### config.mk
export PLATFORM = sky130hd
export DESIGN_NAME = servo_pwm_gen
export DESIGN_NICKNAME = d
export VERILOG_FILES = /design/src/rtl/servo_pwm_gen.sv
export SDC_FILE = /design/constraint.sdc
export NUM_CORES = 1
export LEC_CHECK = 0
export CORE_AREA = 5 5 106 108
export CTS_CLUSTER_DIAMETER = 100
export CTS_CLUSTER_SIZE = 24
export DETAILED_ROUTE_END_ITERATION = 10
export DIE_AREA = 0 0 111 113
export GPL_ROUTABILITY_DRIVEN = 0
export SKIP_CTS_REPAIR_TIMING = 1
export SLEW_MARGIN = 10
export SYNTH_ARGS = -nofsm -noshare
export SYNTH_HDL_FRONTEND = slang
export SYNTH_SLANG_ARGS = --single-unit
export TNS_END_PERCENT = 50
### constraint.sdc
create_clock -name clk -period 4.9 [get_ports clk]
set_input_delay 1.47 -clock clk [delete_from_list [all_inputs] [get_ports clk]]
set_output_delay 1.47 -clock clk [all_outputs]
set_load 0.005 [all_outputs]
### src/rtl/servo_pwm_gen.sv
// ---------------------------------------------------------------------------
// servo_pwm_gen
// Turns an 8-bit servo position word into a hobby-servo PWM waveform. Each
// frame is PERIOD_CYC clocks long. The pulse starts on the first cycle of the
// frame and is MIN_CYC + position*SCALE clocks wide. A new position is taken
// only at a frame boundary, so a pulse never changes while it is being driven.
// When MAX_STEP is nonzero, the applied position moves toward the target by at
// most MAX_STEP units per frame.
//
// Ports
//   clk          : system clock, rising edge
//   reset        : synchronous, active-high reset
//   enable       : run request, looked at only on frame boundaries
//   position_in  : target position (unsigned, 0..255)
//   pwm_out      : registered servo drive
//   frame_start  : one-cycle pulse on the first cycle of each frame
//   cur_position : position applied to the current frame
//   at_target    : applied position equals the target taken at last boundary
// ---------------------------------------------------------------------------
module servo_pwm_gen #(
   parameter int PERIOD_CYC = 1000000,
   parameter int MIN_CYC    = 50000,
   parameter int MAX_CYC    = 100000,
   parameter int MAX_STEP   = 0,
   parameter int INIT_POS   = 128
) (
   input  logic       clk,
   input  logic       reset,
   input  logic       enable,
   input  logic [7:0] position_in,
   output logic       pwm_out,
   output logic       frame_start,
   output logic [7:0] cur_position,
   output logic       at_target
);

   localparam int SCALE = (MAX_CYC - MIN_CYC) / 255;
   // A legal setting always has PERIOD_CYC > 255, so CW is at least 8 and the
   // widest pulse (which is below PERIOD_CYC) also fits in CW bits.
   localparam int CW    = $clog2(PERIOD_CYC);
   // Any step above 255 behaves like "no limit", so it is clamped to 8 bits.
   localparam int STEP  = (MAX_STEP > 255) ? 255 : MAX_STEP;

   localparam logic [CW-1:0] LAST  = CW'(PERIOD_CYC - 1);
   localparam logic [8:0]    STEP9 = 9'(STEP);
   localparam logic [7:0]    STEP8 = 8'(STEP);

   typedef enum logic {IDLE, RUN} state_t;

   state_t        state_q;
   logic [CW-1:0] cnt_q;
   logic [CW-1:0] width_q;
   logic [7:0]    cur_q;
   logic          pwm_q;
   logic          fs_q;
   logic          at_q;

   logic [8:0]    diff;
   logic [8:0]    mag;
   logic [7:0]    cur_d;
   logic [CW-1:0] width_d;
   logic          at_d;
   logic [CW-1:0] cntNext;

   // These are the values that a boundary would load. They are computed every
   // cycle and used only when a boundary is actually processed. The difference
   // is the 9-bit two's-complement value target - current, so its MSB tells
   // which way to step.
   always_comb begin
      diff    = {1'b0, position_in} - {1'b0, cur_q};
      mag     = diff[8] ? (9'd0 - diff) : diff;
      cur_d   = position_in;
      if ((STEP != 0) && (mag > STEP9)) begin
         cur_d = diff[8] ? (cur_q - STEP8) : (cur_q + STEP8);
      end
      width_d = CW'(MIN_CYC) + CW'(cur_d) * CW'(SCALE);
      at_d    = (cur_d == position_in);
      cntNext = cnt_q + CW'(1);
   end

   // The frame FSM. Every output is registered and already holds the value for
   // the cycle it is seen in. This means pwm_out for counter value n is
   // decided while the counter still holds n-1, or while the boundary is
   // being processed when n is 0.
   always_ff @(posedge clk) begin
      if (reset) begin
         state_q <= IDLE;
         cnt_q   <= '0;
         width_q <= '0;
         cur_q   <= 8'(INIT_POS);
         pwm_q   <= 1'b0;
         fs_q    <= 1'b0;
         at_q    <= 1'b0;
      end else begin
         fs_q <= 1'b0;
         case (state_q)
            IDLE: begin
               cnt_q <= '0;
               pwm_q <= 1'b0;
               if (enable) begin
                  cur_q   <= cur_d;
                  width_q <= width_d;
                  at_q    <= at_d;
                  state_q <= RUN;
                  fs_q    <= 1'b1;
                  pwm_q   <= (width_d != '0);
               end
            end
            RUN: begin
               if (cnt_q == LAST) begin
                  cur_q   <= cur_d;
                  width_q <= width_d;
                  at_q    <= at_d;
                  cnt_q   <= '0;
                  if (enable) begin
                     fs_q  <= 1'b1;
                     pwm_q <= (width_d != '0);
                  end else begin
                     state_q <= IDLE;
                     pwm_q   <= 1'b0;
                  end
               end else begin
                  cnt_q <= cntNext;
                  pwm_q <= (cntNext < width_q);
               end
            end
            default: begin
               state_q <= IDLE;
               cnt_q   <= '0;
               pwm_q   <= 1'b0;
            end
         endcase
      end
   end

   assign pwm_out      = pwm_q;
   assign frame_start  = fs_q;
   assign cur_position = cur_q;
   assign at_target    = at_q;

endmodule

==> flow_summary.yaml <==
outcome:
  status: "completed"
route:
  routed_wirelength_normalized_by_instance_count_um: 11.88
  detailedRoute.firstIterationViolations: 101
  drt_pass1_iterations: 4
  vias: 2381
  routed_via_density: 4.527
  final_antenna_net_count: 0
  detail_route.wirelength_mm: 6.248
  drc: 0
sta:
  final-max-slew-violation-count: 0
  postLayoutSetupSlackWorst_ns: 0.1512
  max_slew.worst_pin.slew_ns: 0.9751
  clock.fmax_mhz: 210.6
  fin_clk_skew_ns: 0.008582
  max-slew-margin-rel_pct: 34.98
  finalHoldViolations: 0
  fin_worst_hold_slack_ns: 0.4545
  min_period_ns: 4.749
  setup_viol: 0
  fin_setup_tns_ns: 0
  timing.final.crit_share_pct: 96.91
  setup_repair_after_global_routing_missed_its_margin: "no"
floorplanning:
  floorplan.die.height_um: 113
  fp.coreArea_um2: 10140
  floorplan.io_pins: 22
  die-area_um2: 12540
  number_of_standard_cell_rows_in_the_floorplan: 37
  initial_core_util_pct: 29.35
  die_width_um: 111
placed_design:
  post-dp-hpwl_mm: 4.971
  setup_slack_placement_ns: -0.3104
  portBuffers: 21
  placed_cells: 518
critical_path:
  worstSetupPathType: "in2reg"
  path_cells: "clkdlybuf4s50_1 > ha_1 > fa_1 > ha_1 > ha_1 > nor2b_1 > o311a_1 > or4b_2 > o311ai_2 > buf_4 > nand3_1 > a31oi_1"
  timing.critical_path.required_ns: 5.12
  worst_path_max_delay_cell: "or4b_2"
  worst_setup_path_start_kind: "primary input"
  worstPathArrival_ns: 4.97
  crit_path_max_incr_delay_ns: 0.63
  path_buf_inv: 2
  critPathCaptureType: "flop"
  cpLargestDelayFamily: "adder cells"
  cp_common_cell: "ha_1"
  setup.reg_to_reg.worst_slack_ns: 1.77
  crit_path_max_fanout: 4
pwr:
  vdd_drop_max_mv: 0.1315
  static-leakage-power_nw: 1.578
  power_per_cell_area_nw_per_um2: 286.3
synthesis:
  synth.lib_cells_used.distinct: 47
  netlist_instances: 343
  synth.yosys.warnings: 0
  synth_area_um2: 2975
  synth-seq-area-share_pct: 30.28
  syn-num-nets: 402
  yosys_register_bits: 45
  post_synth.cell_area_avg_um2: 8.675
global_routing:
  grt_pass1_vias: 2365
  grt-ovfl-total: 0
  grt_pass1_wl_mm: 10.73
  pin_count_of_the_biggest_net_entering_global_routing: 26
  grt_antenna_before_repair: 0
  grt_usage_pct: 10.17
clock_network:
  cts.reportedPaths.clkPinSlew_ns: 0.09
  cts_root_buffer: "clkbuf_8"
  htree_num_levels: 2
  clkLatencyLatePin_ns: 0.30
  clock_tree_from_tritoncts: "yes"
  max-clock-path-buffers: 2
  cts_made_buffers: 5
  cts_num_sinks: 45
finish:
  area.growth.synth_to_final_pct: 21.74
  regArea_um2: 900.9
  filler_cell_count: 1056
  insertedDiodeCount: 0
  num-nets-final: 448
  final_layout_size_suffix_gt1_share_pct: 12.31
  non_filler_cells_final: 526
  multiInputGateArea_um2: 1929
worst_hold_path:
  holdCritPathClass: "reg2reg"
job:
  cap_viol_max_count: 0
-- layout make-up --
type,instances,share of cell area [%]
Clock buffer,6,2.003
Clock inverter,2,0.4145
Multi-Input combinational cell,260,53.26
Inverter,27,2.798
Timing Repair Buffer,50,11.95
Tap cell,136,4.698
Sequential cell,45,24.87
-- registers in the layout, summed over array words and instances, names as in the netlist --
| signal | cells |
|---|---|
| at_target | 1 |
| cnt_q | 20 |
| cur_position | 8 |
| frame_start | 1 |
| pwm_out | 1 |
| state_q | 1 |
| width_q | 13 |
-- power by group --
part,switching [mW],internal (mW)
Combinational,0.194,0.209
Sequential,0.0117,0.392
Clock,0.129,0.101
-- stage by stage --
stage	utilization (%)	total power [mW]	area, µm²
5_1_grt	35.73	1.118	3622
4_1_cts	35.58	1.045	3607
6_report	35.73	1.037	3622
3_3_place_gp	34.72	0.8054	3520
2_1_floorplan	-	0.6601	2975
3_5_place_dp	34.72	0.8137	3520
-- placed cells by master, fill, tap and decap left out, types with 2 or more instances in the layout --
| cell type | synthesis | layout |
|---|---|---|
| a2111oi_0 | 2 | 2 |
| a211oi_1 | 4 | 4 |
| a21o_1 | 6 | 6 |
| a21oi_1 | 21 | 21 |
| and3_1 | 6 | 6 |
| and4_1 | 3 | 3 |
| buf_4 | 3 | 29 |
| clkbuf_8 | 0 | 5 |
| clkdlybuf4s50_1 | 0 | 19 |
| clkinvlp_4 | 0 | 2 |
| dfxtp_1 | 45 | 45 |
| dlymetal6s2s_1 | 0 | 2 |
| fa_1 | 3 | 2 |
| ha_1 | 45 | 45 |
| inv_1 | 27 | 27 |
| nand2_1 | 38 | 38 |
| nand2b_1 | 3 | 3 |
| nand3_1 | 12 | 12 |
| nand4_1 | 5 | 5 |
| nor2_1 | 20 | 20 |
| nor2b_1 | 18 | 18 |
| nor3_1 | 3 | 3 |
| nor3b_1 | 3 | 3 |
| nor4_1 | 5 | 5 |
| o21a_1 | 2 | 2 |
| o21ai_0 | 5 | 5 |
| o22ai_1 | 2 | 2 |
| or2_2 | 4 | 4 |
| or3_1 | 2 | 2 |
| xnor2_1 | 16 | 16 |
| xor2_1 | 13 | 13 |
-- path summary, 6_finish.rpt --
check | from | endpoint | depth (start not counted)
min reg2reg | width_q[7] | width_q[7] | 2
max reg2reg | cnt_q[0] | pwm_out | 11
min | width_q[7] | width_q[7] | 2
max | position_in[3] | width_q[14] | 12
-- logic make-up (layout without fill, tap and decap cells) --
group                      count (synthesis)  count (layout)  synth area share [%]
muxes                                      2               2                0.7149
and+or+nand+nor                          126             126                 21.83
buffers and inverters                     38              85                 5.215
adders and majority gates                 48              48                 20.94
xor gates and xnor gates                  29              29                 8.536
AOI/OAI and AO/OA                         55              55                 12.49
DFF                                       45              45                 30.28
-- synthesized netlist by cell type, drive strengths merged --
master | count | area [µm²]
nand3 | 12 | 60.06
a211o | 1 | 8.760
a211oi | 4 | 30.03
mux2i | 1 | 10.01
a2111oi | 2 | 17.52
mux2 | 1 | 11.26
fa | 3 | 60.06
xnor2 | 16 | 140.1
and3 | 6 | 37.54
a21o | 6 | 45.04
or3 | 2 | 12.51
o21a | 2 | 15.01
nand3b | 1 | 7.510
a311oi | 1 | 8.760
xor2 | 13 | 113.9
nor3 | 3 | 15.01
a21boi | 1 | 7.510
o22ai | 2 | 12.51
dfxtp | 45 | 900.9
nand2b | 3 | 18.77
a31oi | 1 | 6.260
nand2 | 38 | 142.6
o311a | 1 | 10.01
o31ai | 2 | 28.78
inv | 27 | 101.4
or4 | 1 | 11.26
nand4 | 5 | 31.28
o311ai | 2 | 17.52
or4b | 2 | 20.02
nor3b | 3 | 22.52
nor2 | 20 | 75.07
or2 | 4 | 25.02
a221oi | 1 | 8.760
buf | 4 | 27.52
ha | 45 | 563.0
nor4 | 5 | 31.28
a21oi | 21 | 105.1
o21bai | 1 | 7.510
clkbuf | 7 | 26.28
and4 | 3 | 26.28
a31o | 1 | 8.760
o21ai | 6 | 33.78
nor2b | 18 | 112.6
-- per-layer routing --
layer	wire (µm)	track usage, %	share of wire (%)	vias up
li1	-	-	-	1276
met1	3236	13.48	52	1079
met2	2795	16.83	45	19
met3	139	2.032	2.2	7
met4	76	2.956	1.2	0
met5	0	0	0	-
-- worst min-delay path: cells and delay by family, from the launching register on --
kind	cells	cell delay, ns
AO/OA/AOI/OAI	1	0.05
flip-flops	1	0.32
AND/OR/NAND/NOR	1	0.05
(Power assumes the default switching activity.)
==> variant (same flow settings) <==
`MIN_CYC`: 50000 -> 37500.
--- a/src/rtl/servo_pwm_gen.sv
+++ b/src/rtl/servo_pwm_gen.sv
@@ -19,7 +19,7 @@
 // ---------------------------------------------------------------------------
 module servo_pwm_gen #(
    parameter int PERIOD_CYC = 1000000,
-   parameter int MIN_CYC    = 50000,
+   parameter int MIN_CYC    = 37500,
    parameter int MAX_CYC    = 100000,
    parameter int MAX_STEP   = 0,
    parameter int INIT_POS   = 128
Check against the original RTL: same outputs for any inputs over 10 cycles, from zero or initial values and one cycle with reset high; that may be too few to reach the edited logic, so the function may still have changed.
==> variant against the original RTL <==
Routed wire length rose by 38%. Sequential cell count grew 2. The flow now finishes with violations (negative setup slack). Largest cell class unchanged. Setup slack lost 550 ps. Die area is the same. Clock skew increased by 2.8 ps. Critical path type unchanged. Design area up 42%. Total power grew 140%. Synthesized area is 37% higher.
==> variant: results <==
set metrics [dict create \
    outcome "complete, but fails checks" \
    violations "negative setup slack" \
    setup_slack_ps -400 \
    critPathSlowestCell "fa_1" \
    cpPeakStageDelay_ps 540 \
    grt_use_total_pct 14.1 \
    p_leak_nw 2.33 \
    setup_viol_count_final 9 \
    yosysUniqueCellTypes 51 \
    drive_above_1_share_pct 22.4 \
    skew_ps 11.4 \
    min_from "width_q[14]" \
    grt_pass1_wl_um 14900 \
    netlist_top_cells_area "dfxtp_1 23%, ha_1 19%, fa_1 12%" \
    vias 3262 \
    period_minus_slack_ps 5300 \
    seq_area_frac_synth_pct 23.0 \
    critical_path_arrival_ps 5480 \
    num-fill-cells 947 \
    dp.final_hpwl_um 6880 \
    whs_ps 454 \
    synthTopCellsByCount "75 x inv_1, 61 x ha_1, 47 x dfxtp_1" \
    avgSynthCellArea_sq_um 8.78 \
    final_nets 631 \
    routed_wl_um 8600 \
    worst_hold_path.endpoint "width_q[14]" \
    cp-startpoint "position_in[0]" \
    place_area_sq_um 4820 \
    vdd_ir_drop_max_v 0.000266 \
    grt_max_degree 28 \
]
## variant: cell types whose count changed after synthesis, moves of 4 or more
| cell | change |
|---|---|
| nor2_1 | +4 |
| fa_1 | +21 |
| nand2_1 | +5 |
| a21oi_1 | +6 |
| a211oi_1 | +4 |
| inv_1 | +48 |
| xor2_1 | -6 |
| ha_1 | +16 |
| nor3_1 | +5 |
## variant: per-layer routing
layer  track usage (%)  vias up  wire length [um]  share of wire (%)
met3              1.76        7               102                1.2
met5                 0        -                 0                  0
li1                  -     1692                 -                  -
met1              18.7     1546              4220                 49
met2              24.7       17              4190                 49
met4              2.96        0                85               0.99
## variant: stage by stage
stage	setup slack, ps	instances	TNS, ps
after detailed placement	-1080	658	-8680
after floorplan	-313	465	-615
after global routing	-608	672	-2380
after global placement	-973	658	-7960
after CTS	-763	666	-5290
final	-400	672	-1070
## variant: final cells by class
class | count | area, sq um | area share [%]
repair buffers | 76 | 617 | 12.0
flip-flops and latches | 47 | 941 | 18.3
well taps | 136 | 170 | 3.32
clock buffers | 6 | 72.6 | 1.41
inverters | 75 | 285 | 5.56
multi-input cells | 330 | 3030 | 59.1
clock inverters | 2 | 12.5 | 0.244
## variant: kinds of logic after synthesis
logic type / share of synthesized area [%]
xor gates and xnor gates: 5.36
muxes: 0.981
AOI/OAI and AO/OA: 13.7
buffers and inverters: 8.40
adders and majority gates: 30.5
and+or+nand+nor: 18.1
DFF: 23.0
## variant: power by group
group / internal, mW / total [mW] / switching [mW]
Clock: 0.100 / 0.239 / 0.139
Combinational: 0.956 / 1.81 / 0.853
Sequential: 0.430 / 0.454 / 0.0242
